## src/rtl/cache_pkg.sv

```systemverilog
// Shared constants, FSM encoding and small helpers for the instruction cache.
package cache_pkg;

  localparam int LINE_W     = 128;
  localparam int LINE_WORDS = 4;
  localparam int WORD_W     = 32;

  // Returned on the instruction port whenever the fetch is not serviced.
  localparam logic [31:0] NOP_INSTR = 32'h0000_0013;

  typedef enum logic [1:0] {
    IDLE = 2'd0,
    REQ  = 2'd1,
    WAIT = 2'd2,
    FILL = 2'd3
  } icache_state_t;

  // Increment that sticks at all-ones instead of wrapping.
  function automatic logic [31:0] sat_inc32(input logic [31:0] value);
    if (value == 32'hFFFF_FFFF) begin
      sat_inc32 = value;
    end else begin
      sat_inc32 = value + 32'd1;
    end
  endfunction

endpackage

```

## src/rtl/icache_array.sv

```systemverilog
// Valid/tag/data storage for the direct-mapped instruction cache.
// Combinational read port, single synchronous write port; reset clears
// only the valid bits, tag and data contents are don't-care until filled.
module icache_array
  import cache_pkg::*;
#(
  parameter int NUM_SETS = 16,
  parameter int IW       = $clog2(NUM_SETS),
  parameter int TAG_W    = 32 - 4 - IW
) (
  input  logic              clk,
  input  logic              reset,
  input  logic [IW-1:0]     i_rd_index,
  output logic              o_rd_valid,
  output logic [TAG_W-1:0]  o_rd_tag,
  output logic [LINE_W-1:0] o_rd_line,
  input  logic              i_wr_en,
  input  logic [IW-1:0]     i_wr_index,
  input  logic [TAG_W-1:0]  i_wr_tag,
  input  logic [LINE_W-1:0] i_wr_line
);

  logic [NUM_SETS-1:0] r_valid;
  logic [TAG_W-1:0]    r_tag  [NUM_SETS];
  logic [LINE_W-1:0]   r_data [NUM_SETS];

  // Valid bits: cleared by reset, set when a line is installed.
  always_ff @(posedge clk) begin
    if (reset) begin
      r_valid <= {NUM_SETS{1'b0}};
    end else if (i_wr_en) begin
      r_valid[i_wr_index] <= 1'b1;
    end
  end

  // Tag and data storage written together on a fill.
  always_ff @(posedge clk) begin
    if (i_wr_en) begin
      r_tag[i_wr_index]  <= i_wr_tag;
      r_data[i_wr_index] <= i_wr_line;
    end
  end

  assign o_rd_valid = r_valid[i_rd_index];
  assign o_rd_tag   = r_tag[i_rd_index];
  assign o_rd_line  = r_data[i_rd_index];

endmodule

```

## src/rtl/instruction_cache.sv

```systemverilog
// Direct-mapped read-only instruction cache. Hits are serviced in the same
// cycle; a miss stalls the PC, fetches the 4-word line over a valid/ready
// request and a single-cycle response pulse, installs it and re-looks up.
module instruction_cache
  import cache_pkg::*;
#(
  parameter int NUM_SETS = 16
) (
  input  logic              clk,
  input  logic              reset,
  input  logic              i_fetch_valid,
  input  logic [31:0]       i_pc_addr,
  output logic [31:0]       o_instr,
  output logic              o_cache_stall_or_not,
  output logic              o_mem_req_valid,
  output logic [31:0]       o_mem_req_addr,
  input  logic              i_mem_req_ready,
  input  logic              i_mem_resp_valid,
  input  logic [LINE_W-1:0] i_mem_resp_line,
  output logic [31:0]       o_hit_count,
  output logic [31:0]       o_miss_count
);

  localparam int IW    = $clog2(NUM_SETS);
  localparam int TAG_W = 32 - 4 - IW;

  icache_state_t r_state;
  icache_state_t w_state_next;

  logic              r_req_valid;
  logic [31:0]       r_req_addr;
  logic [31:0]       r_hit_count;
  logic [31:0]       r_miss_count;

  logic [IW-1:0]     w_index;
  logic [TAG_W-1:0]  w_tag;
  logic [1:0]        w_offset;
  logic              w_rd_valid;
  logic [TAG_W-1:0]  w_rd_tag;
  logic [LINE_W-1:0] w_rd_line;
  logic              w_hit;
  logic              w_stall;
  logic              w_miss;
  logic              w_fill;
  logic              w_wr_en;
  logic [31:0]       w_word;
  logic              w_unused_pc_bits;

  // Address split of the incoming fetch.
  assign w_offset = i_pc_addr[3:2];
  assign w_index  = i_pc_addr[4+IW-1:4];
  assign w_tag    = i_pc_addr[31:4+IW];

  // Byte-within-word bits carry no information for word fetches.
  assign w_unused_pc_bits = ^i_pc_addr[1:0];

  // A fill that coincides with reset is dropped so no partial line survives.
  assign w_wr_en = w_fill & ~reset;

  icache_array #(
    .NUM_SETS (NUM_SETS),
    .IW       (IW),
    .TAG_W    (TAG_W)
  ) u_array (
    .clk        (clk),
    .reset      (reset),
    .i_rd_index (w_index),
    .o_rd_valid (w_rd_valid),
    .o_rd_tag   (w_rd_tag),
    .o_rd_line  (w_rd_line),
    .i_wr_en    (w_wr_en),
    .i_wr_index (r_req_addr[4+IW-1:4]),
    .i_wr_tag   (r_req_addr[31:4+IW]),
    .i_wr_line  (i_mem_resp_line)
  );

  assign w_hit = i_fetch_valid & w_rd_valid & (w_rd_tag == w_tag);

  // Select the addressed word out of the looked-up line.
  always_comb begin
    w_word = w_rd_line[31:0];
    case (w_offset)
      2'd0:    w_word = w_rd_line[31:0];
      2'd1:    w_word = w_rd_line[63:32];
      2'd2:    w_word = w_rd_line[95:64];
      2'd3:    w_word = w_rd_line[127:96];
      default: w_word = w_rd_line[31:0];
    endcase
  end

  // Next-state, stall, miss-detect and fill-strobe decisions.
  always_comb begin
    w_state_next = r_state;
    w_stall      = 1'b0;
    w_miss       = 1'b0;
    w_fill       = 1'b0;
    case (r_state)
      IDLE: begin
        if (i_fetch_valid && !w_hit) begin
          w_stall      = 1'b1;
          w_miss       = 1'b1;
          w_state_next = REQ;
        end else begin
          w_stall      = 1'b0;
          w_state_next = IDLE;
        end
      end
      REQ: begin
        w_stall = 1'b1;
        if (i_mem_req_ready) begin
          w_state_next = WAIT;
        end else begin
          w_state_next = REQ;
        end
      end
      WAIT: begin
        w_stall = 1'b1;
        if (i_mem_resp_valid) begin
          w_fill       = 1'b1;
          w_state_next = FILL;
        end else begin
          w_state_next = WAIT;
        end
      end
      FILL: begin
        // The line is installed; the next IDLE cycle re-looks up the PC.
        w_stall      = 1'b1;
        w_state_next = IDLE;
      end
      default: begin
        w_stall      = 1'b1;
        w_state_next = IDLE;
      end
    endcase
  end

  // FSM state register.
  always_ff @(posedge clk) begin
    if (reset) begin
      r_state <= IDLE;
    end else begin
      r_state <= w_state_next;
    end
  end

  // Request register: latch the line address on a miss, hold until accepted.
  always_ff @(posedge clk) begin
    if (reset) begin
      r_req_valid <= 1'b0;
      r_req_addr  <= 32'h0000_0000;
    end else if (w_miss) begin
      r_req_valid <= 1'b1;
      r_req_addr  <= {i_pc_addr[31:4], 4'b0000};
    end else if ((r_state == REQ) && i_mem_req_ready) begin
      r_req_valid <= 1'b0;
    end
  end

  // Saturating hit and miss counters.
  always_ff @(posedge clk) begin
    if (reset) begin
      r_hit_count  <= 32'h0000_0000;
      r_miss_count <= 32'h0000_0000;
    end else begin
      if ((r_state == IDLE) && w_hit) begin
        r_hit_count <= sat_inc32(r_hit_count);
      end
      if (w_miss) begin
        r_miss_count <= sat_inc32(r_miss_count);
      end
    end
  end

  assign o_cache_stall_or_not = w_stall;
  assign o_instr              = (w_stall || !w_hit) ? NOP_INSTR : w_word;
  assign o_mem_req_valid      = r_req_valid;
  assign o_mem_req_addr       = r_req_addr;
  assign o_hit_count          = r_hit_count;
  assign o_miss_count         = r_miss_count;

endmodule

```

## config.mk

```make
export PLATFORM = sky130hd
export DESIGN_NAME = instruction_cache
export DESIGN_NICKNAME = d
export VERILOG_FILES = /design/src/rtl/cache_pkg.sv /design/src/rtl/icache_array.sv /design/src/rtl/instruction_cache.sv
export SDC_FILE = /design/constraint.sdc
export NUM_CORES = 2
export LEC_CHECK = 0
export ABC_AREA = 1
export BUFFER_PORTS_ARGS = -buffer_cell sky130_fd_sc_hd__clkbuf_2
export CAP_MARGIN = 30
export CORE_MARGIN = 2
export CORE_UTILIZATION = 35
export CTS_CLUSTER_DIAMETER = 120
export DETAILED_ROUTE_END_ITERATION = 7
export PLACE_DENSITY = 0.57
export REMOVE_ABC_BUFFERS = 1
export SLEW_MARGIN = 20
export SYNTH_ARGS = -nofsm -noshare
export SYNTH_HDL_FRONTEND = slang
export SYNTH_HIERARCHICAL = 1
export SYNTH_SLANG_ARGS = --single-unit
```

## constraint.sdc

```tcl
create_clock -name clk -period 11.89 [get_ports clk]
set_clock_uncertainty 0.05 [all_clocks]
set_input_delay 1.189 -clock clk [delete_from_list [all_inputs] [get_ports clk]]
set_output_delay 1.189 -clock clk [all_outputs]
set_load 0.05 [all_outputs]
```

==> results.toml <==
[clock_tree]
cts_tree = "done"
worstSkewPairLatency_ps = 830
cts_resized = 0
ctsHoldBuffers = 0
path_clk_slew_ps = 50
cts_buffer_depth = 4
clock_sinks = 2543
htree_num_levels = 5
postCtsSetupRepairBufs = 0
cts_made_buffers = 276
root_buffer = "clkbuf_16"

[final_layout]
stdcell_count = 14873
area_delta_synth_final_pct = 12.3
final-seq-area_um2 = 75300
fin_nets = 10694
drive_gt1_share_pct = 8.11
multi_input_area_um2 = 26200
fillCellCount = 29357

[timing]
min_period_ps = 7730
setup_tns_ps = 0
relSlewSlack_pct = 22.9
max_freq_mhz = 129
worstMarginPinSlew_ps = 1160
rsz0062_at_grt = "false"
setup_ws_ps = 4160
slew_violations = 0
period_share_pct = 65.1
setup_viol = 0
hold_violations = 0

[drt]
drcViolationCount = 0
drtPass1Iterations = 6
drtAntennaViolNets = 0
viasPerCell = 5.02
wl_per_cell_um = 20.9
via_count = 74603
wl_mm = 312
drt-initial-drc-count = 6548

[grt]
grt_overflow = 0
grt_pass1_vias = 71721
grt_max_degree = 220
grt_first_pass_wirelength_mm = 460
grt_usage_pct = 19.2
antenna_found_initial = 62

[logic_synthesis]
async_flop_share_pct = 0
ys_top_cells_by_count = "nand2_1, edfxtp_1, nand3_1, inv_1, buf_2"
synth_seq_cells = 2543
synthCells = 10393
netlist_top_cells_area = "edfxtp_1, nand2_1, nand3_1, inv_1, dfxtp_1"
synth_edf_count = 2432
synth_ff_type = "edfxtp_1"
synth_area_um2 = 109000
syn_area_per_cell_um2 = 10.5
synth_top_cell_area_share_pct = 67.0
ys_seq_area_share_pct = 69.0
yosysTopAreaCell = "edfxtp_1"
ys_warn_count = 6
yosysUniqueCellTypes = 46
yosysMostFrequentCell = "nand2_1"

[worst_setup_path]
critPathMaxFanout = 132
cpMostUsedCell = "nand2_1"
cp-start-kind = "input pin"
worst-path-buf-inv = 6
crit_path_start = "i_pc_addr[5]"
setup.worst_path.end_class = "primary output"
slowest_delay_ps = 900
arrival_ps = 6500
slowest_stage = "buf_4"
path_class = "in -> out"
cp_cell_sequence = "buf_8, inv_16, buf_4, nand3_1, nand2_1, nand2_1, nand3_1, nand2_1, nand2_1, nand2_1, nor2_1, nand2_1, nor2_1, nand2_1, nor2_1, nand2_4, buf_4, inv_1, nand2_1, clkbuf_2"
cp_top_family = "buffers and inverters"
cp.required_ps = 10650

[pwr]
p_leak_nw = 49.0
total_power_w = 0.0191
vdd_drop_max_uv = 115
powerDensity_nw_per_um2 = 156

[flow_run]
cap_viol_max_count = 0

[place]
place.gp.congestion = 0.880
dp_hpwl_mm = 158
place_ws_ps = 3900
io_buffers = 288
dp_cells = 14364

[floorplan]
row_count = 204
fp.dieW_um = 562
die-area_um2 = 316000
initial_core_util_pct = 35.3
core_area_um2 = 309000
die_y_um = 562
ios = 295

[min_path]
hold_path.class = "reg -> reg"
hold_path_startpoint = "u_array/r_valid[1]"

[status]
status = "finished, final reports clean"
[layer usage]
layer / wire (um) / up-vias / track usage [%]
met5: 220 / - / 0
met2: 152000 / 2369 / 32.9
met3: 20600 / 557 / 3.33
met4: 9680 / 34 / 6.67
li1: - / 34753 / -
met1: 129000 / 36890 / 24.4
[metrics by stage]
stage / hold slack (ps) / cell area [um2] / util (%)
5_1_grt: 431 / 122000 / 39.6
3_3_place_gp: 390 / 114000 / 36.8
3_5_place_dp: 399 / 114000 / 36.8
2_1_floorplan: 375 / 106000 / -
6_report: 408 / 122000 / 39.6
4_1_cts: 408 / 122000 / 39.5
[layout by cell type (no fill, tap or decap), types with 13 or more instances in the layout]
cell	n
clkbuf_1	66
edfxtp_1	2432
diode_2	28
a22o_1	28
inv_8	13
nand2_1	3689
inv_1	1183
a21oi_1	53
nor3_1	20
a221oi_1	29
nor2_1	240
clkinv_1	58
clkinv_2	34
nand4_1	62
dfxtp_1	111
nor2_4	17
or2_2	24
buf_4	109
clkbuf_2	284
clkbuf_16	286
nand3_1	1849
buf_12	14
[area by class of cell]
class | count | share of cell area (%)
multi-input cells | 6079 | 21.4
clock buffers | 353 | 6.06
diodes | 28 | 0.0572
repair buffers | 419 | 2.29
inverters | 1208 | 3.80
clock inverters | 123 | 0.778
well taps | 4120 | 4.21
flip-flops and latches | 2543 | 61.4
[state kept, by name, summed over array words and instances, names as in the netlist, named ones only]
name	cells
o_hit_count	32
r_state	1
o_mem_req_valid	1
u_array/r_data	2048
u_array/r_valid	16
o_miss_count	32
o_mem_req_addr	28
u_array/r_tag	384
[where the power goes]
group | total, W | switching, W | leakage, nW | internal (W)
Combinational | 0.00110 | 0.000816 | 22.2 | 0.000279
Sequential | 0.00986 | 0.0000324 | 22.7 | 0.00983
Clock | 0.00810 | 0.00345 | 4.09 | 0.00465
Total | 0.0191 | 0.00430 | 49.0 | 0.0148
[cell families (layout without fill, tap and decap cells)]
| family | count (synthesis) | count (layout) | synth area share (%) |
|---|---|---|---|
| compound gates | 119 | 119 | 0.759 |
| xor+xnor | 11 | 11 | 0.0883 |
| fa+ha+maj | 2 | 2 | 0.0229 |
| buf+inv | 1774 | 2103 | 7.10 |
| flops | 2543 | 2543 | 69.0 |
| other cells | 1 | 32 | 0.00344 |
| simple gates | 5943 | 5943 | 23.0 |
[worst min-delay path: cells and delay by family (launching register included)]
family                 cells  cell delay, ps
buffers and inverters      1              60
AO/OA/AOI/OAI              1              60
flip-flops                 1             290
[worst paths after layout]
path,endpoint,cells past startpoint,slack [ps]
worst min register to register,u_array/r_valid[1],2,410
worst max register to register,u_array/r_data[6][112],9,7690
worst min-delay path,u_array/r_valid[1],2,410
worst max-delay path,o_instr[4],20,4160
Note: power is estimated with default switching activity, not from simulation.
